===== src/rtl/dmem_arbiter_if.sv =====
// Bundle of the CPU MEM-stage, loader and data-memory signals around dmem_arbiter.
// slave is the arbiter's view; master is the surrounding pipeline/loader/memory view.
interface dmem_arbiter_if #(
    parameter int unsigned DW = 32,
    parameter int unsigned AW = 32
);
    logic          cpu_req_i;
    logic          cpu_we_i;
    logic [AW-1:0] cpu_addr_i;
    logic [DW-1:0] cpu_wdata_i;
    logic [DW-1:0] cpu_rdata_o;
    logic          cpu_stall_o;

    logic          ldr_valid_i;
    logic          ldr_we_i;
    logic [AW-1:0] ldr_addr_i;
    logic [DW-1:0] ldr_wdata_i;
    logic          ldr_ready_o;
    logic          ldr_rvalid_o;
    logic [DW-1:0] ldr_rdata_o;

    logic          mem_read_o;
    logic          mem_write_o;
    logic [AW-1:0] mem_addr_o;
    logic [DW-1:0] mem_wdata_o;
    logic [DW-1:0] mem_rdata_i;

    modport slave (
        input  cpu_req_i, cpu_we_i, cpu_addr_i, cpu_wdata_i,
        output cpu_rdata_o, cpu_stall_o,
        input  ldr_valid_i, ldr_we_i, ldr_addr_i, ldr_wdata_i,
        output ldr_ready_o, ldr_rvalid_o, ldr_rdata_o,
        output mem_read_o, mem_write_o, mem_addr_o, mem_wdata_o,
        input  mem_rdata_i
    );

    modport master (
        output cpu_req_i, cpu_we_i, cpu_addr_i, cpu_wdata_i,
        input  cpu_rdata_o, cpu_stall_o,
        output ldr_valid_i, ldr_we_i, ldr_addr_i, ldr_wdata_i,
        input  ldr_ready_o, ldr_rvalid_o, ldr_rdata_o,
        input  mem_read_o, mem_write_o, mem_addr_o, mem_wdata_o,
        output mem_rdata_i
    );
endinterface


===== src/rtl/dmem_arbiter.sv =====
// Shares one fixed-latency data-memory port between the CPU MEM stage and a
// valid/ready loader; CPU has priority, loader is forced in after STARVE_MAX CPU wins.
module dmem_arbiter #(
    parameter int unsigned DW         = 32,
    parameter int unsigned AW         = 32,
    parameter int unsigned MEM_LAT    = 2,
    parameter int unsigned STARVE_MAX = 4
) (
    input  logic             clk_i,
    input  logic             rst_i,
    dmem_arbiter_if.slave    bus
);
    localparam int unsigned CW = $clog2(MEM_LAT) + 1;
    localparam int unsigned SW = $clog2(STARVE_MAX + 1);
    localparam logic [CW-1:0] CNT_LOAD   = CW'(MEM_LAT - 1);
    localparam logic [SW-1:0] STARVE_TOP = SW'(STARVE_MAX);

    typedef enum logic { IDLE, BUSY } state_t;
    typedef enum logic { GNT_CPU, GNT_LDR } gnt_t;

    state_t        state_q, state_d;
    gnt_t          gnt_q;
    logic          we_q;
    logic [AW-1:0] addr_q;
    logic [DW-1:0] wdata_q;
    logic [CW-1:0] cnt_q;
    logic [SW-1:0] starve_q, starve_d;
    logic [DW-1:0] cpu_rdata_q;
    logic [DW-1:0] ldr_rdata_q;

    logic          grant_cpu;
    logic          grant_ldr;
    logic          busy;
    logic          done;
    logic          cpu_done;
    logic          ldr_done;

    always_ff @(posedge clk_i or negedge rst_i) begin
        if (!rst_i) begin
            state_q <= IDLE;
        end else begin
            state_q <= state_d;
        end
    end

    // Arbitration is only evaluated in IDLE; requests seen during BUSY are ignored.
    always_comb begin
        state_d   = state_q;
        grant_cpu = 1'b0;
        grant_ldr = 1'b0;
        busy      = 1'b0;
        done      = 1'b0;
        case (state_q)
            IDLE: begin
                grant_cpu = bus.cpu_req_i &&
                            !(bus.ldr_valid_i && (starve_q == STARVE_TOP));
                grant_ldr = bus.ldr_valid_i && !grant_cpu;
                if (grant_cpu || grant_ldr) begin
                    state_d = BUSY;
                end
            end
            BUSY: begin
                busy = 1'b1;
                done = (cnt_q == '0);
                if (done) begin
                    state_d = IDLE;
                end
            end
            default: state_d = IDLE;
        endcase
    end

    always_comb begin
        starve_d = starve_q;
        if (state_q == IDLE) begin
            if (grant_ldr || !bus.ldr_valid_i) begin
                starve_d = '0;
            end else if (grant_cpu && (starve_q != STARVE_TOP)) begin
                starve_d = starve_q + 1'b1;
            end
        end
    end

    assign cpu_done = done && (gnt_q == GNT_CPU);
    assign ldr_done = done && (gnt_q == GNT_LDR);

    always_ff @(posedge clk_i or negedge rst_i) begin
        if (!rst_i) begin
            gnt_q       <= GNT_CPU;
            we_q        <= 1'b0;
            addr_q      <= '0;
            wdata_q     <= '0;
            cnt_q       <= '0;
            starve_q    <= '0;
            cpu_rdata_q <= '0;
            ldr_rdata_q <= '0;
        end else begin
            starve_q <= starve_d;
            if (grant_cpu || grant_ldr) begin
                gnt_q   <= grant_ldr ? GNT_LDR : GNT_CPU;
                we_q    <= grant_ldr ? bus.ldr_we_i    : bus.cpu_we_i;
                addr_q  <= grant_ldr ? bus.ldr_addr_i  : bus.cpu_addr_i;
                wdata_q <= grant_ldr ? bus.ldr_wdata_i : bus.cpu_wdata_i;
                cnt_q   <= CNT_LOAD;
            end else if (busy && !done) begin
                cnt_q <= cnt_q - 1'b1;
            end
            if (cpu_done) begin
                cpu_rdata_q <= bus.mem_rdata_i;
            end
            if (ldr_done) begin
                ldr_rdata_q <= bus.mem_rdata_i;
            end
        end
    end

    // Memory side is only driven while an access is in flight.
    assign bus.mem_read_o  = busy && !we_q;
    assign bus.mem_write_o = busy && we_q;
    assign bus.mem_addr_o  = busy ? addr_q  : '0;
    assign bus.mem_wdata_o = busy ? wdata_q : '0;

    // Read data bypasses the register in the completion cycle so MEM/WB captures it.
    assign bus.cpu_rdata_o  = cpu_done ? bus.mem_rdata_i : cpu_rdata_q;
    assign bus.cpu_stall_o  = rst_i && bus.cpu_req_i && !cpu_done;

    assign bus.ldr_ready_o  = rst_i && grant_ldr;
    assign bus.ldr_rvalid_o = ldr_done;
    assign bus.ldr_rdata_o  = ldr_done ? bus.mem_rdata_i : ldr_rdata_q;
endmodule

===== src/flat_wrapper.sv =====
// flat-port wrapper written by rule: the top's interface ports become plain ports
module dmem_arbiter_flat 
#(
    parameter int unsigned DW         = 32,
    parameter int unsigned AW         = 32,
    parameter int unsigned MEM_LAT    = 2,
    parameter int unsigned STARVE_MAX = 4
)
  (clk_i, rst_i, bus_cpu_req_i, bus_cpu_we_i, bus_cpu_addr_i, bus_cpu_wdata_i, bus_cpu_rdata_o, bus_cpu_stall_o, bus_ldr_valid_i, bus_ldr_we_i, bus_ldr_addr_i, bus_ldr_wdata_i, bus_ldr_ready_o, bus_ldr_rvalid_o, bus_ldr_rdata_o, bus_mem_read_o, bus_mem_write_o, bus_mem_addr_o, bus_mem_wdata_o, bus_mem_rdata_i);
  dmem_arbiter_if #(.DW(DW), .AW(AW)) bus_i ();
  input  logic clk_i;
  input  logic rst_i;
  input wire logic [$bits(bus_i.cpu_req_i)-1:0] bus_cpu_req_i;
  input wire logic [$bits(bus_i.cpu_we_i)-1:0] bus_cpu_we_i;
  input wire logic [$bits(bus_i.cpu_addr_i)-1:0] bus_cpu_addr_i;
  input wire logic [$bits(bus_i.cpu_wdata_i)-1:0] bus_cpu_wdata_i;
  output wire logic [$bits(bus_i.cpu_rdata_o)-1:0] bus_cpu_rdata_o;
  output wire logic [$bits(bus_i.cpu_stall_o)-1:0] bus_cpu_stall_o;
  input wire logic [$bits(bus_i.ldr_valid_i)-1:0] bus_ldr_valid_i;
  input wire logic [$bits(bus_i.ldr_we_i)-1:0] bus_ldr_we_i;
  input wire logic [$bits(bus_i.ldr_addr_i)-1:0] bus_ldr_addr_i;
  input wire logic [$bits(bus_i.ldr_wdata_i)-1:0] bus_ldr_wdata_i;
  output wire logic [$bits(bus_i.ldr_ready_o)-1:0] bus_ldr_ready_o;
  output wire logic [$bits(bus_i.ldr_rvalid_o)-1:0] bus_ldr_rvalid_o;
  output wire logic [$bits(bus_i.ldr_rdata_o)-1:0] bus_ldr_rdata_o;
  output wire logic [$bits(bus_i.mem_read_o)-1:0] bus_mem_read_o;
  output wire logic [$bits(bus_i.mem_write_o)-1:0] bus_mem_write_o;
  output wire logic [$bits(bus_i.mem_addr_o)-1:0] bus_mem_addr_o;
  output wire logic [$bits(bus_i.mem_wdata_o)-1:0] bus_mem_wdata_o;
  input wire logic [$bits(bus_i.mem_rdata_i)-1:0] bus_mem_rdata_i;
  assign bus_i.cpu_req_i = bus_cpu_req_i;
  assign bus_i.cpu_we_i = bus_cpu_we_i;
  assign bus_i.cpu_addr_i = bus_cpu_addr_i;
  assign bus_i.cpu_wdata_i = bus_cpu_wdata_i;
  assign bus_cpu_rdata_o = bus_i.cpu_rdata_o;
  assign bus_cpu_stall_o = bus_i.cpu_stall_o;
  assign bus_i.ldr_valid_i = bus_ldr_valid_i;
  assign bus_i.ldr_we_i = bus_ldr_we_i;
  assign bus_i.ldr_addr_i = bus_ldr_addr_i;
  assign bus_i.ldr_wdata_i = bus_ldr_wdata_i;
  assign bus_ldr_ready_o = bus_i.ldr_ready_o;
  assign bus_ldr_rvalid_o = bus_i.ldr_rvalid_o;
  assign bus_ldr_rdata_o = bus_i.ldr_rdata_o;
  assign bus_mem_read_o = bus_i.mem_read_o;
  assign bus_mem_write_o = bus_i.mem_write_o;
  assign bus_mem_addr_o = bus_i.mem_addr_o;
  assign bus_mem_wdata_o = bus_i.mem_wdata_o;
  assign bus_i.mem_rdata_i = bus_mem_rdata_i;
  dmem_arbiter #(.DW(DW), .AW(AW), .MEM_LAT(MEM_LAT), .STARVE_MAX(STARVE_MAX)) u_core (.clk_i(clk_i), .rst_i(rst_i), .bus(bus_i));
endmodule

===== config.mk =====
export PLATFORM = sky130hd
export DESIGN_NAME = dmem_arbiter_flat
export DESIGN_NICKNAME = d
export VERILOG_FILES = /design/src/rtl/dmem_arbiter_if.sv /design/src/rtl/dmem_arbiter.sv /design/src/flat_wrapper.sv
export SDC_FILE = /design/constraint.sdc
export NUM_CORES = 1
export LEC_CHECK = 0
export BUFFER_PORTS_ARGS = -buffer_cell sky130_fd_sc_hd__buf_4
export CORE_UTILIZATION = 37
export CTS_BUF_LIST = sky130_fd_sc_hd__clkbuf_4 sky130_fd_sc_hd__clkbuf_8
export CTS_CLUSTER_SIZE = 40
export DETAILED_ROUTE_END_ITERATION = 8
export PLACE_DENSITY = 0.7
export SLEW_MARGIN = 20
export SYNTH_ARGS = -nofsm -noshare
export SYNTH_HDL_FRONTEND = slang
export SYNTH_SLANG_ARGS = --single-unit

===== constraint.sdc =====
create_clock -name clk_i -period 2.8 [get_ports clk_i]
set_input_delay 0.28 -clock clk_i [delete_from_list [all_inputs] [get_ports clk_i]]
set_output_delay 0.28 -clock clk_i [all_outputs]
set_load 0.02 [all_outputs]

==> summary.txt <==
Run status
  – Status: finished, final reports clean

Worst setup path
  – Delay-heaviest family, CP: flip-flops
  – Most frequent CP cell: buf_4
  – Data required, critical path: between 2 and 3 ns
  – Crit-path cells: nand3_1, buf_4, mux2_2, buf_4
  – CP Class: flip-flop to output pin
  – Critical path fanouts, max: 49
  – Max incr delay on CP: 0.66 ns
  – CP max stage cell: dfrtp_4
  – Crit path buf inv count: 2
  – Critical Path AT: 2.25 ns
  – Crit end category: output pin
  – Setup crit start kind: flip-flop

Global routing
  – First-pass GRT wire length: 30,470 um
  – Vias in the first global route: 5,873
  – GRT Util Overall: 0.2140
  – Largest net degree at the start of global routing: 70
  – Total gr overflow: 0
  – Antenna violations before repair: 0

Timing
  – # setup viols final: 0
  – Hold Fails Final Rpt: 0
  – Max-slew violations: 0
  – Slew HR: 0.4720
  – RSZ-0062 raised after global routing: no
  – Sum Neg Setup Slack: 0 ns
  – Skew final: between 0.01 and 0.015 ns
  – Highest Clock Rate: 0.3956 GHz
  – Worst-margin pin slew: 0.7920 ns
  – Period minus WS final: 2.528 ns
  – Fin crit share: 0.9029

Clocking
  – Postcts setup bufs: 0
  – Clock Latency Late Sink: about 0.44 ns
  – CTS buffer count: 17
  – CTS HTree Levels: 4
  – Longest Clk Path Bufs: 2
  – CTS root buf: clkbuf_8
  – Clock sink count: 136
  – Clk pin slew, worst setup/hold paths: 0.09 ns
  – Cts hold-fix bufs: 1
  – PostCTS Resize Cnt: 0
  – CTS tree: done

Final layout
  – Synth-to-Final Area Change: 42.58%
  – Share of layout cells above drive strength 1: 0.4576
  – Antenna Cells: 0
  – Nets: 1,065

Synth
  – Synthesized Nets: 789
  – Cell count after synthesis: 620
  – FF+latch count, synth: 136
  – Synth Warn #: 0
  – Avg Cell Area, Syn: approximately 11 um^2
  – Synthesized area: 6609 um^2
  – Netlist cell types: 27
  – Seq/Total Area, Yosys: 0.5150

Floorplanning
  – Cell Rows: 48
  – Die area: 18,400 um^2
  – Core ar.: ~17,000 um^2
  – Io pins: around 300
  – Die W: 135.6 um
  – Die height: 135.6 um
  – Initial Utilization: 0.3808

Drt
  – Final WL: 19,620 um
  – Drt via density: 5.047
  – DRT iter0 DRCs: 337
  – Residual DRC: 0
  – Drt wl/cell: between 15 and 20 um
  – Via count: 5,723
  – First-pass DRT Iterations: 5
  – ANT nets after route: 0

Pwr
  – Pwr/cell area: 1198 nW/um^2
  – Static Leak: 4.363 nW
  – Final total power: 11.28 mW
  – Maximum ir drop on the vdd rail: ~0.00080 V

Hold path
  – Worst Hold Class: input port to flip-flop

Job
  – Max-Cap Viols: 0

Placement
  – IO Port Bufs: 298
  – Placer Congestion: about 0.78
  – DPL Wire Length: about 14,000 um
## final timing paths
| kind | slack (ns) | from | depth (start not counted) | end |
|---|---|---|---|---|
| max reg2reg | 0.87 | u_core.starve_q[0] | 6 | u_core.addr_q[10] |
| min | 0.09 | bus_cpu_addr_i[24] | 3 | u_core.addr_q[24] |
| min reg2reg | 0.50 | u_core.ldr_rdata_q[23] | 1 | u_core.ldr_rdata_q[23] |
| min in group asynchronous | 0.34 | rst_i | 2 | u_core.addr_q[26] |
| max in group asynchronous | 1.33 | rst_i | 3 | u_core.ldr_rdata_q[13] |
| max | 0.27 | u_core.state_q | 4 | bus_ldr_rdata_o[15] |
## flip-flops by register name (all words and copies together), names as in the netlist
register / count
u_core.state_q: 1
u_core.starve_q: 3
u_core.addr_q: 32
u_core.cnt_q: 2
u_core.wdata_q: 32
u_core.gnt_q: 1
u_core.ldr_rdata_q: 32
u_core.cpu_rdata_q: 32
u_core.we_q: 1
## where the power goes
group / switching [mW] / total, mW / internal (mW)
Sequential: 0.428 / 3.38 / 2.95
Clock: 0.855 / 1.68 / 0.828
Combinational: 3.36 / 6.22 / 2.86
## metrics by stage
stage	utilization	instances	worst slack, ns	area (um^2)	hold WS [ns]
finish	0.5429	1134	0.2719	9423	0.09432
global route	0.5429	1134	0.09301	9423	0.05520
CTS	0.5429	1134	0.2170	9423	0.05669
detailed placement	0.5190	1101	0.7274	9009	0.2162
global placement	0.5190	1101	0.7315	9009	0.2158
floorplan	-	620	1.142	6609	-0.01559
## layout by cell type, fill, tap and decap left out, types with 3 or more instances in the layout
| cell | instances |
|---|---|
| buf_4 | 311 |
| nand2_1 | 136 |
| dfrtp_1 | 135 |
| and2_1 | 66 |
| nand4b_1 | 66 |
| o211ai_1 | 65 |
| mux2_2 | 64 |
| clkbuf_8 | 17 |
| inv_6 | 6 |
| inv_1 | 5 |
| nand3_1 | 5 |
| ha_1 | 3 |
| clkinvlp_4 | 3 |
## worst register-to-register path, cell delays in order, from the launching register on
cell	delay (ns)
dfrtp_1	0.42
inv_1	0.07
ha_1	0.20
a21boi_4	0.10
nor3b_4	0.51
buf_4	0.36
o211ai_1	0.15
## layer usage
layer  share of wire  wire [um]  global-route usage  vias to the layer above
li1                -          -                   -                     2718
met1            0.41       8119              0.2551                     2766
met5               0          0                   0                        -
met3           0.089       1747             0.07295                       21
met2            0.48       9477              0.3639                      218
met4           0.014        272             0.05930                        0
## layout make-up
cell class,count,area [um^2]
Tap cell,225,281.5
Clock inverter,14,162.7
Fill cell,1603,7934
Timing Repair Buffer,315,2396
Multi-Input combinational cell,421,2915
Sequential cell,136,3407
Inverter,5,18.77
Clock buffer,18,241.5
## cells in the mapped netlist
cell type	number	area (um^2)
dfrtp_1	136	3403
nand2_1	136	510.5
and2_1	66	412.9
nand4b_1	66	578.1
o211ai_1	65	488.0
mux2_2	64	720.7
clkbuf_1	24	90.09
buf_2	21	105.1
buf_4	12	90.09
inv_1	5	18.77
nand3_1	5	25.02
ha_1	3	37.54
nor2_1	2	7.510
o21ai_0	2	10.01
a21bo_2	1	10.01
a21boi_4	1	18.77
a21o_1	1	7.510
and3_1	1	6.260
buf_1	1	3.750
nand2b_1	1	6.260
nand3b_1	1	7.510
nand4_1	1	6.260
nor2b_1	1	6.260
nor3b_2	1	12.51
o21ba_2	1	10.01
o21bai_1	1	7.510
xnor2_1	1	8.760
## kinds of logic (layout without fill, tap and decap cells)
| logic type | Yosys count | after routing | share of synthesized area |
|---|---|---|---|
| muxes | 64 | 64 | 0.1090 |
| AOI/OAI and AO/OA | 72 | 72 | 0.08349 |
| and+or+nand+nor | 281 | 281 | 0.2389 |
| xor gates and xnor gates | 1 | 1 | 0.001325 |
| DFF | 136 | 136 | 0.5150 |
| buffers and inverters | 63 | 352 | 0.04657 |
| adders and majority gates | 3 | 3 | 0.005680 |
No activity file was read; power rests on OpenSTA's default activity.
